`config.mk`:
```
export PLATFORM = sky130hd
export DESIGN_NAME = msu_sd_arbiter
export DESIGN_NICKNAME = d
export VERILOG_FILES = /design/src/rtl/msu_sd_arbiter.sv
export SDC_FILE = /design/constraint.sdc
export NUM_CORES = 1
export LEC_CHECK = 0
export CORE_AREA = 5 5 111 113
export CTS_BUF_LIST = sky130_fd_sc_hd__clkbuf_8
export CTS_CLUSTER_SIZE = 12
export DETAILED_ROUTE_END_ITERATION = 12
export DIE_AREA = 0 0 116 118
export SYNTH_ARGS = -nofsm -noshare
export SYNTH_HDL_FRONTEND = slang
export SYNTH_SLANG_ARGS = --single-unit
```
`constraint.sdc`:
```
create_clock -name clk -period 3.4 [get_ports clk]
set_input_delay 0.51 -clock clk [delete_from_list [all_inputs] [get_ports clk]]
set_output_delay 0.51 -clock clk [all_outputs]
set_load 0.01 [all_outputs]
```
`src/rtl/msu_sd_arbiter.sv`:
```
// msu_sd_arbiter
//   Shares the single HPS SD sector port between the MSU data track (port 0)
//   and the MSU audio streamer (port 1). Round-robin arbitration with an
//   audio-urgent override, sector word counting and an ack timeout.
//
// Ports
//   clk, reset          : clock, synchronous active-low reset
//   req0/lba0           : data track sector request and address
//   ack0/buff_wr0/done0 : data track ack mirror, word strobe, end-of-sector pulse
//   req1/lba1           : audio sector request and address
//   ack1/buff_wr1/done1 : audio ack mirror, word strobe, end-of-sector pulse
//   audio_urgent        : audio FIFO low; port 1 wins arbitration outright
//   sd_rd/sd_lba        : sector read request and address to the HPS
//   sd_ack/sd_buff_wr   : HPS transfer-active flag and word strobe
//   grant               : one-hot current owner (01 data, 10 audio, 00 none)
//   word_cnt            : words received in the current sector
//   timeout_err/len_err : sticky error flags, cleared only by reset
module msu_sd_arbiter #(
   parameter int unsigned LBA_W          = 21,
   parameter int unsigned SECTOR_WORDS   = 256,
   parameter int unsigned TIMEOUT_CYCLES = 1000000
) (
   input  logic             clk,
   input  logic             reset,
   input  logic             req0,
   input  logic [LBA_W-1:0] lba0,
   output logic             ack0,
   output logic             buff_wr0,
   output logic             done0,
   input  logic             req1,
   input  logic [LBA_W-1:0] lba1,
   output logic             ack1,
   output logic             buff_wr1,
   output logic             done1,
   input  logic             audio_urgent,
   output logic             sd_rd,
   output logic [LBA_W-1:0] sd_lba,
   input  logic             sd_ack,
   input  logic             sd_buff_wr,
   output logic [1:0]       grant,
   output logic [8:0]       word_cnt,
   output logic             timeout_err,
   output logic             len_err
);

   localparam int unsigned TW = (TIMEOUT_CYCLES > 1) ? $clog2(TIMEOUT_CYCLES) : 1;

   typedef enum logic [1:0] {IDLE, ISSUE, XFER} state_e;

   state_e           state_q, state_d;
   logic [1:0]       grant_q, grant_d;
   logic [LBA_W-1:0] lba_q, lba_d;
   logic             rd_q, rd_d;
   logic [TW-1:0]    timer_q, timer_d;
   logic [8:0]       wcnt_q, wcnt_d;
   logic             last_q, last_d;
   logic [1:0]       done_q, done_d;
   logic [1:0]       ack_q, ack_d;
   logic [1:0]       bwr_q, bwr_d;
   logic             terr_q, terr_d;
   logic             lerr_q, lerr_d;
   logic             win_v, win_p;

   // Winner selection: urgent audio first, then a lone requester, then
   // whichever port was not served last.
   always_comb begin
      win_v = 1'b0;
      win_p = 1'b0;
      if (req1 && audio_urgent) begin
         win_v = 1'b1;
         win_p = 1'b1;
      end else if (req0 && req1) begin
         win_v = 1'b1;
         win_p = ~last_q;
      end else if (req0 || req1) begin
         win_v = 1'b1;
         win_p = req1;
      end
   end

   always_comb begin
      state_d = state_q;
      grant_d = grant_q;
      lba_d   = lba_q;
      rd_d    = rd_q;
      timer_d = timer_q;
      wcnt_d  = wcnt_q;
      last_d  = last_q;
      done_d  = '0;
      terr_d  = terr_q;
      lerr_d  = lerr_q;
      // Mirrors go only to the current owner; strobes only count in XFER.
      ack_d   = {sd_ack & grant_q[1], sd_ack & grant_q[0]};
      bwr_d   = (state_q == XFER && sd_buff_wr) ? grant_q : 2'b00;

      unique case (state_q)
         IDLE: begin
            grant_d = '0;
            if (win_v) begin
               grant_d = win_p ? 2'b10 : 2'b01;
               lba_d   = win_p ? lba1 : lba0;
               rd_d    = 1'b1;
               timer_d = '0;
               wcnt_d  = '0;
               last_d  = win_p;
               state_d = ISSUE;
            end
         end
         ISSUE: begin
            if (sd_ack) begin
               rd_d    = 1'b0;
               state_d = XFER;
            end else if (timer_q == TW'(TIMEOUT_CYCLES - 1)) begin
               rd_d    = 1'b0;
               terr_d  = 1'b1;
               done_d  = grant_q;
               grant_d = '0;
               state_d = IDLE;
            end else begin
               timer_d = timer_q + 1'b1;
            end
         end
         XFER: begin
            if (sd_buff_wr && wcnt_q != 9'(SECTOR_WORDS))
               wcnt_d = wcnt_q + 1'b1;
            if (!sd_ack) begin
               done_d  = grant_q;
               grant_d = '0;
               if (wcnt_d != 9'(SECTOR_WORDS))
                  lerr_d = 1'b1;
               state_d = IDLE;
            end
         end
         default: state_d = IDLE;
      endcase
   end

   always_ff @(posedge clk) begin
      if (!reset) begin
         state_q <= IDLE;
         grant_q <= '0;
         lba_q   <= '0;
         rd_q    <= 1'b0;
         timer_q <= '0;
         wcnt_q  <= '0;
         last_q  <= 1'b1;
         done_q  <= '0;
         ack_q   <= '0;
         bwr_q   <= '0;
         terr_q  <= 1'b0;
         lerr_q  <= 1'b0;
      end else begin
         state_q <= state_d;
         grant_q <= grant_d;
         lba_q   <= lba_d;
         rd_q    <= rd_d;
         timer_q <= timer_d;
         wcnt_q  <= wcnt_d;
         last_q  <= last_d;
         done_q  <= done_d;
         ack_q   <= ack_d;
         bwr_q   <= bwr_d;
         terr_q  <= terr_d;
         lerr_q  <= lerr_d;
      end
   end

   assign ack0        = ack_q[0];
   assign ack1        = ack_q[1];
   assign buff_wr0    = bwr_q[0];
   assign buff_wr1    = bwr_q[1];
   assign done0       = done_q[0];
   assign done1       = done_q[1];
   assign sd_rd       = rd_q;
   assign sd_lba      = lba_q;
   assign grant       = grant_q;
   assign word_cnt    = wcnt_q;
   assign timeout_err = terr_q;
   assign len_err     = lerr_q;

endmodule

```
; Word-level counts from Yosys, hierarchy flattened
; Index checks and enable logic that the tools add are counted.
[classes]
n_reduce_logical = 18
muxes = 32
n_bitwise = 4
n_eq_ne = 11
n_addsub = 2
[ops]
columns = cell, count
row1 = 20-bit 2-to-1 mux, 3
row2 = 20-bit one-hot mux with 2 select lines, 1
row3 = 9-bit 2-to-1 mux, 3
row4 = 21-bit 2-to-1 mux, 1
row5 = "20-bit by 1-bit adder with 20-bit output, second input constant", 1
row6 = "20-bit == test, second input constant", 1
row7 = 2-bit 2-to-1 mux, 10
row8 = "9-bit != test, second input constant", 2
row9 = 9-bit one-hot mux with 2 select lines, 1
row10 = 2-bit one-hot mux with 3 select lines, 2
row11 = 3-bit AND reduction, 4
row12 = "2-bit != test, second input constant", 5
row13 = "9-bit by 1-bit adder with 9-bit output, second input constant", 1
row14 = 1-bit 2-to-1 mux, 9
row15 = 4-bit AND reduction, 2
row16 = 2-bit AND reduction, 3
row17 = 1-bit logical AND, 4
row18 = 2-bit one-hot mux with 2 select lines, 1
row19 = 2-bit nonzero test, 2
row20 = "3-bit != test, second input constant", 1
row21 = 3-bit nonzero test, 1
row22 = 1-bit AND, 2
row23 = "2-bit by 1-bit == test with 1-bit output, second input constant", 1
row24 = "2-bit == test, second input constant", 1
row25 = other kinds (4), 5
[word_totals]
ff_bits = 64
inputBits = 49
output_inout_bits = 41
wordCells = 79

; Depth between registers and ports, before layout
[logic_depth]
word_depth = 7
depth_mapped = 9
depth_no_buf = 7

; Worst setup path before layout
; Ideal clock, no wire load.
[synth_path]
path_type = reg-to-reg
start = reg state_q[1]
end = reg timer_q[17]
path_slack_ns = 1.491
setup_time_ns = 0.071
path_buffers = 1
period_less_slack_ns = 1.909
arrival_ns = 1.838
stages_incl_launch_ff = 9
t_required_ns = 3.329
path_cell_list = dfxtp_1 -> inv_1 -> ha_1 -> buf_2 -> nand2b_4 -> a211oi_2 -> o311ai_2 -> or4_1 -> a21oi_1
[synth_via]
elab_chain_cells = 3
word_cells_on_any_way = 8
classes_between = eq/ne: 4 / mux: 1 / reduce/logical: 3
[synth_lines]
columns = element, line
row1 = start: declaration, 50  ; state_e state_q, state_d;
row2 = start signal: assignment, 153  ; state_q <= state_d;
row3 = 2-bit by 1-bit == test with 1-bit output or 2-bit zero test (tied branches), 96  ; unique case (state_q)
row4 = 2-bit != test (no source line) or 2-bit nonzero test (tied branches), n/a
row5 = 4-bit AND reduction (no source line), n/a
row6 = end signal: assignment, 157  ; timer_q <= timer_d;
row7 = end: declaration, 54  ; logic [TW-1:0] timer_q, timer_d;
; Parallel ways exist; a longest one is shown, timed or not.
; A chain may end at the register's enable or synchronous reset.

; Worst setup path after layout
; Same ends and word-level chain as after synthesis.

==> impl_results.md <==
* FP Rows at 39
* Status: finished clean
* Flops & latches, synth at 64
* Initial antenna violation count at 0
* Initial core utilization at 29.4%
* First-pass GRT wire length at 14.1 mm
* I/O pin cnt at 90
* Critical path type: reg2reg
* Final setup violation count at 0
* CTS Hold Bufs at 0
* Setup crit start kind: register
* Clock skew at 0.0136 ns
* Synth Cell Area at 3300 sq um
* Vias in the first global route at 2937
* H-tree depth at 3
* Syn_area_per_cell at 8.73 sq um
* Worst slew pin tran at 0.722 ns
* Die X at 116 microns
* 1st-pass router iterations at 4
* Max-slew violation count at 0
* Max_cap viols at 0
* Commonest non-fill, non-tap cell in the layout: clkdlybuf4s50_1
* Post-Layout Cell Count at 615
* Pwr per Cell Area at 444 nW/um^2
* Seq/Total Area, Yosys at 38.8%
* Clk root buf: clkbuf_8
* Die ar. at 13700 sq um
* Worst Setup End Kind: register
* Grt ovf at 0
* Cell variety after synth at 57
* Final hold viol count at 0
* Pin count of the biggest net entering global routing at 43
* Crit Path Max Fanout at 12
* Worst-case vdd ir drop at 0.000259 V
* Nets at 522
* Final WL at 8.55 mm
* Syn Inst Count at 378
* CTS tree: done
* Post-DP Area at 4340 sq um
* Final HPWL DP at 6.30 mm
* Tcrit/Tclk final at 68.1%
* Period minus WS final at 2.32 ns
* Top_reg_cell synth: dfxtp_1
* Number of clock sinks at 64
* CP Data Required Time at 3.66 ns
* Post-CTS Setup Bufs at 0
* Clk pin slew, worst setup/hold paths at 0.08 ns
* Async SR Flop Fraction at 0%
* Dpl cells at 599
* Detailed Route Iter0 Violations at 217
* Die Y at 118 microns
* Syn nets at 433
* Num CTS Buffers at 9
* Overall power at 2030 uW
* Placer Congestion at 0.835
* Vias after detailed routing at 3097
* Post-DRT Antenna Nets at 0
* Arrival time worst endpoint at 2.58 ns
* Layout cells sized above 1 at 7.84%
* Peak Freq at 432 MHz
* Post-synth EDFFs at 0
* Bufs on Longest Clock Path at 2
* Drt via density at 5.04
* Worst-Skew Late Latency at 0.34 ns
* Most frequent cells in the layout: clkdlybuf4s50_1, dfxtp_1, nand2_1, mux2i_1, nor2_1
* Final Cell Area at 4570 sq um
* Antenna cells at 0
* Setup tns final at 0 ns
* Area grow syn2layout at 38.7%
* GRT Util Overall at 12.5%
* PortBufs at 89
* Yosys warnings at 0
* RSZ-0062 raised after global routing: no
* Rel. slew slack at 51.8%
* Routed wire per std cell at 13.9 microns
* Leakage at 0.00183 uW
* Post-route DRC at 0
* Core Footprint at 11200 sq um
* PostCTS Resize Cnt at 0
* Worst Hold Class: reg2reg
## path summary, 6_finish.rpt
path | to | slack (ns) | startpoint | cells past startpoint
hold / removal | timeout_err | 0.46 | timeout_err | 2
setup reg to reg | timer_q[17] | 1.08 | state_q[1] | 7
hold reg to reg | timeout_err | 0.46 | timeout_err | 2
setup / recovery | timer_q[17] | 1.08 | state_q[1] | 7
## worst max-delay path, stage by stage, from the launching register on
cell and delay (ns):
dfxtp_1 0.33, inv_1 0.10, ha_1 0.39, nand2b_1 0.20, a211oi_2 0.24, o311ai_2 0.27
or4_1 0.54, a21oi_1 0.16
## report_power, final
group | total [uW] | internal, uW | switching [uW]
Clock | 751 | 452 | 299
Sequential | 830 | 803 | 27.7
Combinational | 449 | 228 | 222
## synthesized netlist by cell type (all sizes together), types with 2 or more instances
master	number	area share (%)
a211oi	3	0.83
a21boi	5	1.1
a21oi	21	3.3
a22oi	2	0.46
a31oi	2	0.38
and2	5	0.95
and3	4	0.76
and4	2	0.53
buf	5	0.95
clkbuf	13	1.5
dfxtp	64	39
ha	6	2.3
inv	16	1.8
mux2i	23	7.0
nand2	49	5.6
nand2b	2	0.61
nand3	13	2.0
nand4	9	2.1
nor2	24	2.7
nor2b	2	0.38
nor3	4	0.61
nor4	4	1.1
nor4b	3	0.99
o211a	20	6.1
o211ai	11	2.7
o21a	4	0.91
o21ai	20	3.3
o311ai	2	0.76
o31ai	5	1.1
or3	12	2.3
or4	6	1.5
xnor2	4	1.1
xor2	2	0.53
## area by class of cell
cell class                 instances  area (sq um)
fill                            1126          6650
tap                              143           179
inverter                          16          60.1
timing repair buffer              96           943
sequential                        64          1280
clock buffer                      11           151
clock inverter                     5          80.1
multi-input combinational        280          1880
## flip-flops by register name, summed over array words and instances, names as in the netlist
signal,count
ack_q,2
bwr_q,2
done_q,2
grant,2
last_q,1
len_err,1
sd_lba,21
sd_rd,1
state_q,2
timeout_err,1
timer_q,20
word_cnt,9
## routing by layer
| metal | wire, microns | global-route usage (%) |
|---|---|---|
| met3 | 665 | 4.99 |
| met5 | 0 | 0 |
| met2 | 3760 | 18.5 |
| met4 | 140 | 4.35 |
| met1 | 3990 | 16.5 |
## metrics by stage
stage / setup WS (ns) / util [%] / hold WS (ns)
global route: 0.883 / 40.8 / 0.489
CTS: 1.10 / 40.8 / 0.467
floorplan: 1.49 / - / 0.455
detailed placement: 0.805 / 38.7 / 0.449
finish: 1.08 / 40.8 / 0.461
global placement: 0.892 / 38.7 / 0.434
## kinds of logic after synthesis
kind of cell / synth area share [%]
DFF: 38.8
muxes: 6.98
and+or+nand+nor: 23.5
AOI/OAI and AO/OA: 22.5
buffers and inverters: 4.25
adders and majority gates: 2.28
xor gates and xnor gates: 1.59
(Power assumes the default switching activity.)
